## config.mk

```make
export PLATFORM = sky130hd
export DESIGN_NAME = cost_arb
export DESIGN_NICKNAME = d
export VERILOG_FILES = /design/src/rtl/jam_pkg.sv /design/src/rtl/rr_arb2.sv /design/src/rtl/cost_arb.sv
export SDC_FILE = /design/constraint.sdc
export NUM_CORES = 1
export LEC_CHECK = 0
export ABC_AREA = 1
export BUFFER_PORTS_ARGS = -buffer_cell sky130_fd_sc_hd__buf_2
export CAP_MARGIN = 20
export CORE_ASPECT_RATIO = 0.7
export CORE_MARGIN = 2
export CORE_UTILIZATION = 35
export DETAILED_ROUTE_END_ITERATION = 6
export SYNTH_ARGS = -nofsm -noshare
export SYNTH_HDL_FRONTEND = slang
export SYNTH_HIERARCHICAL = 1
export SYNTH_SLANG_ARGS = --single-unit
```

## constraint.sdc

```tcl
create_clock -name CLK -period 1.7 [get_ports CLK]
set_clock_uncertainty 0.05 [all_clocks]
set_input_delay 0.425 -clock CLK [delete_from_list [all_inputs] [get_ports CLK]]
set_output_delay 0.425 -clock CLK [all_outputs]
set_load 0.005 [all_outputs]
```

## src/rtl/jam_pkg.sv

```systemverilog
// jam_pkg: shared widths, default burst limit and arbiter state encoding.
package jam_pkg;
    localparam int IDX_W = 3;
    localparam int COST_W = 7;
    localparam int DEFAULT_MAX_BURST = 8;
    typedef enum logic [1:0] {IDLE = 2'd0, OWN0 = 2'd1, OWN1 = 2'd2} state_t;
endpackage

```

## src/rtl/rr_arb2.sv

```systemverilog
// rr_arb2: two-way round-robin pick; ptr names the requester favoured on contention.
module rr_arb2 (
    input  logic [1:0] req,
    input  logic       ptr,
    output logic [1:0] gnt
);
    assign gnt[0] = req[0] & (~req[1] | ~ptr);
    assign gnt[1] = req[1] & (~req[0] | ptr);
endmodule

```

## src/rtl/cost_arb.sv

```systemverilog
// cost_arb: arbitrates two requesters onto a shared cost table with optional locked bursts.
import jam_pkg::*;
module cost_arb #(
    parameter int MAX_BURST = DEFAULT_MAX_BURST
) (
    input  logic              CLK,
    input  logic              RST,
    input  logic              req0,
    input  logic              req1,
    input  logic [IDX_W-1:0]  w0,
    input  logic [IDX_W-1:0]  w1,
    input  logic [IDX_W-1:0]  j0,
    input  logic [IDX_W-1:0]  j1,
    input  logic              lock0,
    input  logic              lock1,
    output logic              gnt0,
    output logic              gnt1,
    output logic              rvld0,
    output logic              rvld1,
    output logic [COST_W-1:0] rcost0,
    output logic [COST_W-1:0] rcost1,
    output logic [IDX_W-1:0]  W,
    output logic [IDX_W-1:0]  J,
    input  logic [COST_W-1:0] Cost
);
    localparam logic [3:0] MB = 4'(MAX_BURST);
    state_t state;
    logic ptr;
    logic [3:0] cnt;
    logic [1:0] pick, gnt;
    logic own, rk, lk;
    rr_arb2 u_arb (.req({req1, req0}), .ptr, .gnt(pick));
    always_comb begin
        gnt = RST ? 2'b00 : state == OWN0 ? {1'b0, req0} : state == OWN1 ? {req1, 1'b0} : pick;
        own = state == OWN1;
        rk = own ? req1 : req0;
        lk = gnt[1] ? lock1 : lock0;
    end
    assign gnt0 = gnt[0];
    assign gnt1 = gnt[1];
    assign W = gnt[0] ? w0 : gnt[1] ? w1 : '0;
    assign J = gnt[0] ? j0 : gnt[1] ? j1 : '0;
    always_ff @(posedge CLK or posedge RST) begin
        if (RST) begin
            state <= IDLE;
            ptr <= 1'b0;
            cnt <= '0;
            rvld0 <= 1'b0;
            rvld1 <= 1'b0;
            rcost0 <= '0;
            rcost1 <= '0;
        end else begin
            rvld0 <= gnt[0];
            rvld1 <= gnt[1];
            if (gnt[0]) rcost0 <= Cost;
            if (gnt[1]) rcost1 <= Cost;
            if (state == IDLE) begin
                // the entry beat already counts toward the burst
                if (|gnt && lk && MB != 4'd1) begin
                    state <= gnt[1] ? OWN1 : OWN0;
                    cnt <= 4'd1;
                end else if (|gnt) begin
                    ptr <= ~gnt[1];
                end
            end else if (!rk || !lk || cnt + 4'd1 == MB) begin
                state <= IDLE;
                ptr <= ~own;
                cnt <= '0;
            end else begin
                cnt <= cnt + 4'd1;
            end
        end
    end
endmodule

```

==> flow_metrics.py, run 1 <==
metrics = {
    "worst_setup_path": {
        "arrival_ns": 1.50,
        "critPathMaxStageDelay_ns": 0.42,
        "crit_type": "register to primary output",
        "rr_endpoint": "ptr",
        "worstPathCellList": "a21oi_2 > o21bai_1 > nand3_2 > buf_6 > nand3_1 > nand2_1 > buf_2",
        "critPathMaxFanout": 7,
        "r2r_start": "ptr",
        "cp.required_ns": 1.22,
        "crit_slowest_cell": "dfrtp_1",
        "cp-start-kind": "register",
        "cp-end-kind": "primary output",
        "startpoint": "ptr",
        "rr_worst_depth": 11,
        "r2r_slack_ns": -0.05,
    },
    "sta": {
        "worst_pin_slew_ns": 0.3267,
        "period_needed_ns": 1.973,
        "slew_headroom_pct": 77.99,
        "hold_viol": 0,
        "grt_setup_unrepaired": "yes",
        "drv_slew": 0,
        "worst_slack_ns": -0.2725,
        "setup_viol": 13,
        "period_share_pct": 116.0,
        "fmax_mhz": 507.0,
    },
    "worst_hold_path": {
        "hold_path.class": "primary input to async pin",
    },
    "job": {
        "drv_cap": 0,
    },
    "synth": {
        "yosys-top-cells-area": "dfrtp_1 (49%), nand2_1 (16%), inv_1 (6.4%)",
        "synth_xor_area_share_pct": 0,
        "synth-simple-area-share_pct": 30.77,
        "synth_flop_cell": "dfrtp_1",
        "synth_warnings": 6,
        "yosysTopAreaCellShare_pct": 49.15,
        "syn_avg_cell_area_um2": 7.756,
        "syn_nets": 177,
        "synth_seq_cells": 23,
        "synth_compound_area_share_pct": 11.00,
        "synthMuxAreaShare_pct": 0,
        "synthCells": 151,
        "synth_common_cells": "nand2_1 (49), dfrtp_1 (23), inv_1 (20)",
        "async_flop_share_pct": 100.0,
        "synth-adder-area-share_pct": 1.068,
        "synth_area_um2": 1171,
        "synth_top_family_by_area": "simple AND/OR/NAND/NOR gates",
        "yosys.area.top_type": "dfrtp_1",
        "synth_edf_count": 0,
        "synth_cell_types": 21,
        "yosysMostFrequentCell": "nand2_1",
        "seq_area_frac_synth_pct": 49.15,
    },
    "place": {
        "hpwl_um": 2294,
        "gp_congestion": 0.7605,
        "port_buffers": 48,
        "dp.cells": 247,
        "place_area_um2": 1541,
    },
    "route": {
        "drt_pass1_iterations": 4,
        "routed_via_density": 4.691,
        "post_drt_wl_per_cell_um": 11.40,
        "drt_iter0_drc": 52,
        "ant_nets": 0,
        "via_count": 1201,
        "drt-total-wl_um": 2918,
        "drc": 0,
    },
    "floorplan": {
        "start_util_pct": 36.95,
        "row_count": 17,
        "ios": 49,
        "core_area_um2": 3169,
        "dieArea_um2": 3832,
        "die_w_um": 73.14,
        "fp.dieH_um": 52.40,
    },
    "global_route": {
        "grt_overflow": 0,
        "grt_usage_pct": 15.72,
        "grt_pass1_wl_um": 4692,
        "antenna_found_initial": 0,
        "grt_max_degree": 24,
        "grt_pass1_vias": 1077,
    },
    "layout": {
        "drive_above_1_share_pct": 40.37,
        "antenna_cells": 0,
        "finalInstanceArea_um2": 1674,
        "nFillCells": 303,
        "regArea_um2": 576.8,
        "final_net_count": 245,
        "multiInputGateArea_um2": 540.5,
        "layout.cells.non_filler": 256,
        "area_growth_pct": 42.95,
    },
    "pwr": {
        "leakage_nw": 0.9535,
        "vdd_drop_max_mv": 0.6721,
        "powerDensity_nw_per_um2": 1486,
    },
    "cts": {
        "cts_root_buf": "clkbuf_8",
        "clk-insertion-delay-late_ns": 0.25,
        "cts_tree": "done",
        "cts_hold_buf": 0,
        "cts_made_buffers": 3,
        "clock-sinks": 23,
        "cts_buffer_depth": 2,
        "clk_pin_slew_ns": 0.08,
        "htreeDepth": 1,
    },
    "outcome": {
        "outcome": "complete, but fails checks",
        "violations": "setup timing",
    },
}
power breakdown:
part           switching [W]  internal, W  leakage (nW)
sequential          0.000150     0.000773         0.291
combinational       0.000670     0.000567         0.640
clock               0.000162     0.000167        0.0228
total               0.000981      0.00151         0.953
timing repair:
action                     4_1_cts  5_1_grt
setup buffers                    4        1
gates resized for setup          9        5
gates cloned                     0        0
pin swaps                        2        1
setup endpoints to repair        8       18
stage by stage:
| step | utilization (%) | power [W] | hold slack (ns) | setup TNS (ns) | setup WS, ns |
|---|---|---|---|---|---|
| after global routing | 52.82 | 0.002701 | 0.2364 | -3.541 | -0.3761 |
| after global placement | 48.64 | 0.001992 | 0.4118 | -0.6766 | -0.1240 |
| after floorplan | - | 0.001528 | 0.3769 | 0 | 0.1013 |
| after detailed placement | 48.64 | 0.002034 | 0.4180 | -0.9891 | -0.1397 |
| after CTS | 51.99 | 0.002469 | 0.1984 | -1.970 | -0.2556 |
| final | 52.82 | 0.002488 | 0.1873 | -2.048 | -0.2725 |
state kept, by name, indices dropped and copies added (netlist names):
signal and flops:
ptr 1, rcost0 7, rvld1 1, cnt 4, state 2, rvld0 1
rcost1 7
cell families (layout without fill, tap and decap cells):
kind of cell               Yosys count  count (layout)
and+or+nand+nor                     79              79
AOI/OAI and AO/OA                   24              24
buffers and inverters               24              91
DFF                                 23              23
adders and majority gates            1               1
cells in the final DEF, fill, tap and decap left out:
| cell type | instances |
|---|---|
| nand2_1 | 49 |
| buf_2 | 48 |
| dfrtp_1 | 22 |
| inv_1 | 17 |
| buf_4 | 17 |
| o21ai_0 | 15 |
| nand3_1 | 10 |
| nand3_2 | 4 |
| nand4_1 | 4 |
| o21ai_1 | 4 |
| nand2_2 | 3 |
| nor2_1 | 3 |
| clkbuf_8 | 3 |
| inv_2 | 2 |
| nor2_4 | 2 |
| nand2_4 | 2 |
| o22ai_1 | 2 |
| nor2_2 | 1 |
| o21bai_1 | 1 |
| inv_4 | 1 |
| a21oi_4 | 1 |
| nand3b_1 | 1 |
| clkinvlp_4 | 1 |
| ha_1 | 1 |
| clkbuf_1 | 1 |
| buf_6 | 1 |
| dfrtp_2 | 1 |
| a21oi_2 | 1 |
metal layers:
metal | global-route usage, % | routed length, µm | vias to the layer above
li1 | - | - | 617
met1 | 21.42 | 1354 | 551
met2 | 26.28 | 1392 | 31
met3 | 2.885 | 161 | 2
met4 | 3.086 | 9 | 0
met5 | 0 | 0 | -
layout make-up:
| cell class | count | area share [%] |
|---|---|---|
| clock buffer | 4 | 2.691 |
| inverter | 21 | 5.082 |
| multi-input combinational | 104 | 32.29 |
| sequential | 23 | 34.45 |
| tap | 38 | 2.840 |
| timing repair buffer | 66 | 22.65 |
worst max-delay path, delay by kind of cell (launching register included):
family          cells  cell delay (ns)
flops               1             0.42
simple gates        3             0.26
buf+inv             2             0.28
compound gates      2             0.28
worst max-delay path by stage:
stage	to	slack, ns	depth (start not counted)
5_1_grt	W[2]	-0.38	8
4_1_cts	W[0]	-0.26	9
6_report	J[1]	-0.27	7
3_5_place_dp	J[0]	-0.14	8
2_1_floorplan	J[0]	0.10	7
3_3_place_gp	J[0]	-0.12	8
Note: power is estimated with default switching activity, not from simulation.
==> inputs of run 2 (changes only) <==
clock period = 2.5 ns   (was 1.7 ns; I/O delays follow)
==> flow_metrics.py, run 2 (synthesis results as in run 1) <==
metrics = {
    "layout": {
        "area_growth_pct": 30.02,
        "drive_above_1_share_pct": 32.35,
        "antenna_cells": 0,
        "final_net_count": 231,
        "layout_top_registers": "rcost0: 7 flops, rcost1: 7 flops, cnt: 4 flops",
        "nFillCells": 309,
        "final_common_cell": "nand2_1",
        "final_cell_mix": "nand2_1 (49), buf_2 (48), dfrtp_1 (23)",
    },
    "cts": {
        "htreeDepth": 1,
        "cts_root_buf": "clkbuf_8",
        "cts_made_buffers": 3,
        "clk_pin_slew_ns": 0.08,
        "cts_setup_buffers": 0,
        "cts_tree": "done",
        "cts-resized-gates": 0,
        "clk-insertion-delay-late_ns": 0.26,
        "cts_hold_buf": 0,
        "clock-sinks": 23,
        "cts_buffer_depth": 2,
    },
    "route": {
        "ant_nets": 0,
        "drt-total-wl_um": 2596,
        "drt_pass1_iterations": 4,
        "routed_via_density": 4.806,
        "via_count": 1163,
        "drc": 0,
        "drt_iter0_drc": 43,
        "post_drt_wl_per_cell_um": 10.73,
    },
    "floorplan": {
        "row_count": 17,
        "core_area_um2": 3169,
        "die_w_um": 73.14,
        "start_util_pct": 36.95,
        "fp.dieH_um": 52.40,
        "ios": 49,
        "dieArea_um2": 3832,
    },
    "sta": {
        "setup_viol": 0,
        "hold_viol": 0,
        "worst_pin_slew_ns": 0.3273,
        "drv_slew": 0,
        "grt_setup_unrepaired": "no",
        "finalSetupTns_ns": 0,
        "slew_headroom_pct": 77.95,
        "period_share_pct": 90.30,
        "hold_ws_ns": 0.3801,
        "period_needed_ns": 2.258,
        "fmax_mhz": 443.0,
    },
    "worst_setup_path": {
        "critPathMaxStageDelay_ns": 0.19,
        "cp-start-kind": "primary input",
        "cp.required_ns": 1.82,
        "worstPathCellList": "buf_2 > a21oi_1 > o21bai_1 > nand3_1 > inv_1 > nand2_1 > nand2_1 > buf_2",
        "r2r_slack_ns": 0.77,
        "rr_worst_depth": 11,
        "arrival_ns": 1.58,
        "critPathMaxFanout": 8,
        "crit_type": "primary input to primary output",
        "crit_slowest_cell": "inv_1",
        "cp-end-kind": "primary output",
    },
    "place": {
        "gp_congestion": 0.7944,
        "port_buffers": 48,
        "hpwl_um": 2146,
    },
    "global_route": {
        "grt_max_degree": 24,
        "grt_pass1_vias": 1063,
        "grt_usage_pct": 14.85,
        "grt_pass1_wl_um": 4388,
        "grt_overflow": 0,
        "antenna_found_initial": 0,
    },
    "pwr": {
        "powerDensity_nw_per_um2": 1005,
        "leakage_nw": 0.8912,
        "vdd_drop_max_mv": 0.5172,
    },
    "job": {
        "drv_cap": 0,
    },
    "worst_hold_path": {
        "hold_path.class": "primary input to async pin",
    },
    "outcome": {
        "outcome": "complete, no violations",
    },
}
==> run 2: metrics by stage <==
stage                     std cells  utilization (%)  worst slack, ns  power, W  cell area (µm²)
after floorplan                 151                -           0.5013  0.001039             1171
after global placement          238            46.51           0.2777  0.001300             1474
after detailed placement        238            46.51           0.2431  0.001321             1474
after CTS                       242            48.05           0.2319  0.001554             1523
after global routing            242            48.05           0.1163  0.001684             1523
final                           242            48.05           0.2425  0.001531             1523
==> run 2: worst paths after layout <==
| kind | startpoint | endpoint |
|---|---|---|
| max | req1 | W[1] |
| max reg2reg | state[0] | ptr |
| min | RST | rvld1 |
| max in group asynchronous | RST | cnt[3] |
| min in group CLK | rcost0[1] | rcost0[1] |
| min reg2reg | rcost0[1] | rcost0[1] |
==> run 2: report_power, final <==
part           total, W  internal [W]  switching, W
combinational  0.000686      0.000286      0.000400
clock          0.000226      0.000112      0.000114
sequential     0.000618      0.000525     0.0000935
total           0.00153      0.000923      0.000608
==> run 2: critical path: cells and delay by family <==
family	cells	cell delay, ns
compound gates	2	0.27
buf+inv	3	0.41
simple gates	3	0.26
==> run 2: metal layers <==
metal,up-vias,global-route usage [%],routed length (µm)
met5,-,0,0
met1,539,19.74,1219
met3,6,4.808,136
met2,27,22.37,1196
met4,0,5.864,44
li1,591,-,-
==> run 2: cell type report <==
cell class	count	area (µm²)	area share, %
sequential	23	575.6	37.80
tap	38	47.55	3.122
clock buffer	3	41.29	2.712
timing repair buffer	52	270.3	17.75
clock inverter	1	7.507	0.4930
multi-input combinational	104	501.7	32.95
inverter	21	78.83	5.177
==> inputs of run 3 (changes only) <==
ABC_AREA = default   (was 1)
==> flow_metrics.py, run 3 <==
metrics = {
    "cts": {
        "cts_hold_buf": 0,
        "clk-insertion-delay-late_ns": 0.26,
        "htreeDepth": 1,
        "cts_made_buffers": 3,
        "cts_buffer_depth": 2,
        "cts_tree": "done",
        "cts_root_buf": "clkbuf_8",
        "clock-sinks": 23,
        "clk_pin_slew_ns": 0.08,
    },
    "sta": {
        "hold_viol": 0,
        "period_needed_ns": 2.536,
        "drv_slew": 0,
        "hold_ws_ns": 0.4271,
        "grt_setup_unrepaired": "yes",
        "setup_viol": 7,
        "finalSetupTns_ns": -0.1768,
        "worst_slack_ns": -0.03598,
        "slew_headroom_pct": 61.90,
        "period_share_pct": 101.4,
        "fmax_mhz": 394.3,
        "worst_pin_slew_ns": 0.5714,
    },
    "floorplan": {
        "ios": 49,
        "die_w_um": 73.91,
        "dieArea_um2": 3912,
        "core_area_um2": 3212,
        "fp.dieH_um": 52.94,
        "start_util_pct": 37.28,
        "row_count": 17,
    },
    "worst_setup_path": {
        "path_delay_family": "compound AO/OA/AOI/OAI gates",
        "rr_endpoint": "ptr",
        "critPathMaxStageDelay_ns": 0.34,
        "cp.required_ns": 1.82,
        "cp-start-kind": "primary input",
        "cp-end-kind": "primary output",
        "r2r_start": "ptr",
        "crit_buf_inv": 3,
        "r2r_slack_ns": 0.20,
        "crit_type": "primary input to primary output",
        "critPathMaxFanout": 7,
        "arrival_ns": 1.86,
        "rr_worst_depth": 9,
        "worstPathCellList": "buf_8 > a21boi_2 > nor2b_2 > o311a_1 > buf_6 > a22o_1 > buf_2",
        "crit_slowest_cell": "o311a_1",
    },
    "layout": {
        "area_growth_pct": 39.39,
        "final_common_cell": "buf_2",
        "final_net_count": 200,
        "antenna_cells": 0,
        "final_cell_mix": "buf_2 (47), nand2_1 (23), dfrtp_1 (22)",
        "layout_top_registers": "rcost0: 7 flops, rcost1: 7 flops, cnt: 4 flops",
        "final_util_pct": 51.97,
        "layout.cells.non_filler": 220,
        "drive_above_1_share_pct": 50.87,
    },
    "global_route": {
        "grt_pass1_wl_um": 4788,
        "antenna_found_initial": 0,
        "grt_overflow": 0,
        "grt_max_degree": 14,
        "grt_pass1_vias": 1052,
        "grt_usage_pct": 16.01,
    },
    "pwr": {
        "leakage_nw": 0.8615,
        "powerDensity_nw_per_um2": 792.4,
        "p_sw_share_pct": 33.37,
        "switchingPower_w": 0.0004413,
        "p_int_w": 0.0008813,
        "p_comb_share_pct": 38.2,
        "vdd_drop_max_mv": 0.4625,
        "clkPwrFrac_pct": 17.4,
        "seqPwrFrac_pct": 44.4,
    },
    "synth": {
        "async_flop_share_pct": 100.0,
        "synth_edf_count": 0,
        "synth_warnings": 6,
        "synth_cell_types": 35,
        "synth_area_um2": 1197,
        "syn_avg_cell_area_um2": 10.69,
        "yosys-top-cells-area": "dfrtp_1 (48%), nand2_1 (7.2%), mux2_2 (6.6%)",
        "synth_flop_cell": "dfrtp_1",
        "yosysTopAreaCellShare_pct": 48.07,
        "syn_nets": 138,
        "synth_common_cells": "dfrtp_1 (23), nand2_1 (23), a22o_1 (7), mux2_2 (7), inv_1 (6)",
        "seq_area_frac_synth_pct": 48.07,
        "yosys.area.top_type": "dfrtp_1",
        "synthCells": 112,
        "synth_seq_cells": 23,
    },
    "route": {
        "drt_iter0_drc": 30,
        "drt-total-wl_um": 2915,
        "ant_nets": 0,
        "drc": 0,
        "drt_pass1_iterations": 4,
        "post_drt_wl_per_cell_um": 13.25,
        "routed_via_density": 4.755,
        "via_count": 1046,
    },
    "place": {
        "gp_congestion": 0.7665,
        "place_ws_ns": -0.06593,
        "hpwl_um": 2255,
        "port_buffers": 48,
        "dp.cells": 214,
    },
    "job": {
        "drv_cap": 0,
    },
    "outcome": {
        "outcome": "complete, but fails checks",
        "violations": "setup timing",
    },
    "worst_hold_path": {
        "hold_path.class": "primary input to async pin",
    },
}
==> run 3: worst reg2reg max path, delay by kind of cell (launching register included) <==
family / cells / cell delay, ns
compound gates: 5 / 1.08
buf+inv: 3 / 0.34
flops: 1 / 0.43
simple gates: 1 / 0.30
==> run 3: cell families after synthesis <==
logic type | synth area share [%]
flops | 48.07
mux | 7.837
fa+ha+maj | 1.045
compound gates | 22.15
xor+xnor | 0.7316
simple gates | 16.30
buf+inv | 3.866
==> run 3: layout make-up <==
cell class / instances / area (µm²)
clock buffer: 3 / 41.29
fill: 302 / 1543
timing repair buffer: 61 / 355.3
multi-input combinational: 78 / 601.8
sequential: 23 / 576.8
inverter: 7 / 30.03
clock inverter: 1 / 5.005
tap: 47 / 58.81
==> run 3: power by group through the flow <==
stage          Clock, W  Combinational [W]  Sequential (W)
2_1_floorplan         0           0.000266        0.000584
3_3_place_gp          0           0.000482        0.000582
3_5_place_dp          0           0.000491        0.000589
4_1_cts        0.000239           0.000497        0.000587
5_1_grt        0.000259           0.000568        0.000606
6_report       0.000230           0.000506        0.000587
==> run 3: through the flow <==
| stage | instance area [µm²] | power, W |
|---|---|---|
| floorplan | 1210 | 0.0008500 |
| global placement | 1572 | 0.001064 |
| detailed placement | 1572 | 0.001081 |
| CTS | 1629 | 0.001324 |
| global route | 1669 | 0.001434 |
| finish | 1669 | 0.001323 |
==> run 3: worst max-delay path by stage <==
stage	endpoint	from	depth (start not counted)
floorplan	J[0]	RST	5
finish	J[1]	req0	7
global route	J[2]	req0	7
detailed placement	J[1]	req1	8
CTS	J[1]	req0	7
global placement	J[2]	req1	8
==> run 3: per-layer routing <==
| layer | part of all wire, % | GRT usage, % | vias to the layer above |
|---|---|---|---|
| li1 | - | - | 519 |
| met1 | 46 | 22.26 | 497 |
| met2 | 48 | 26.93 | 30 |
| met3 | 5.8 | 4.000 | 0 |
| met4 | 0 | 0 | 0 |
| met5 | 0 | 0 | - |
==> run 3: what timing repair did <==
action / in CTS / in global routing
endpoints found under the hold margin: 0 / 0
pin swaps: 1 / 0
setup endpoints to repair: 7 / 8
resized for setup: 4 / 7
setup buffers: 1 / 2
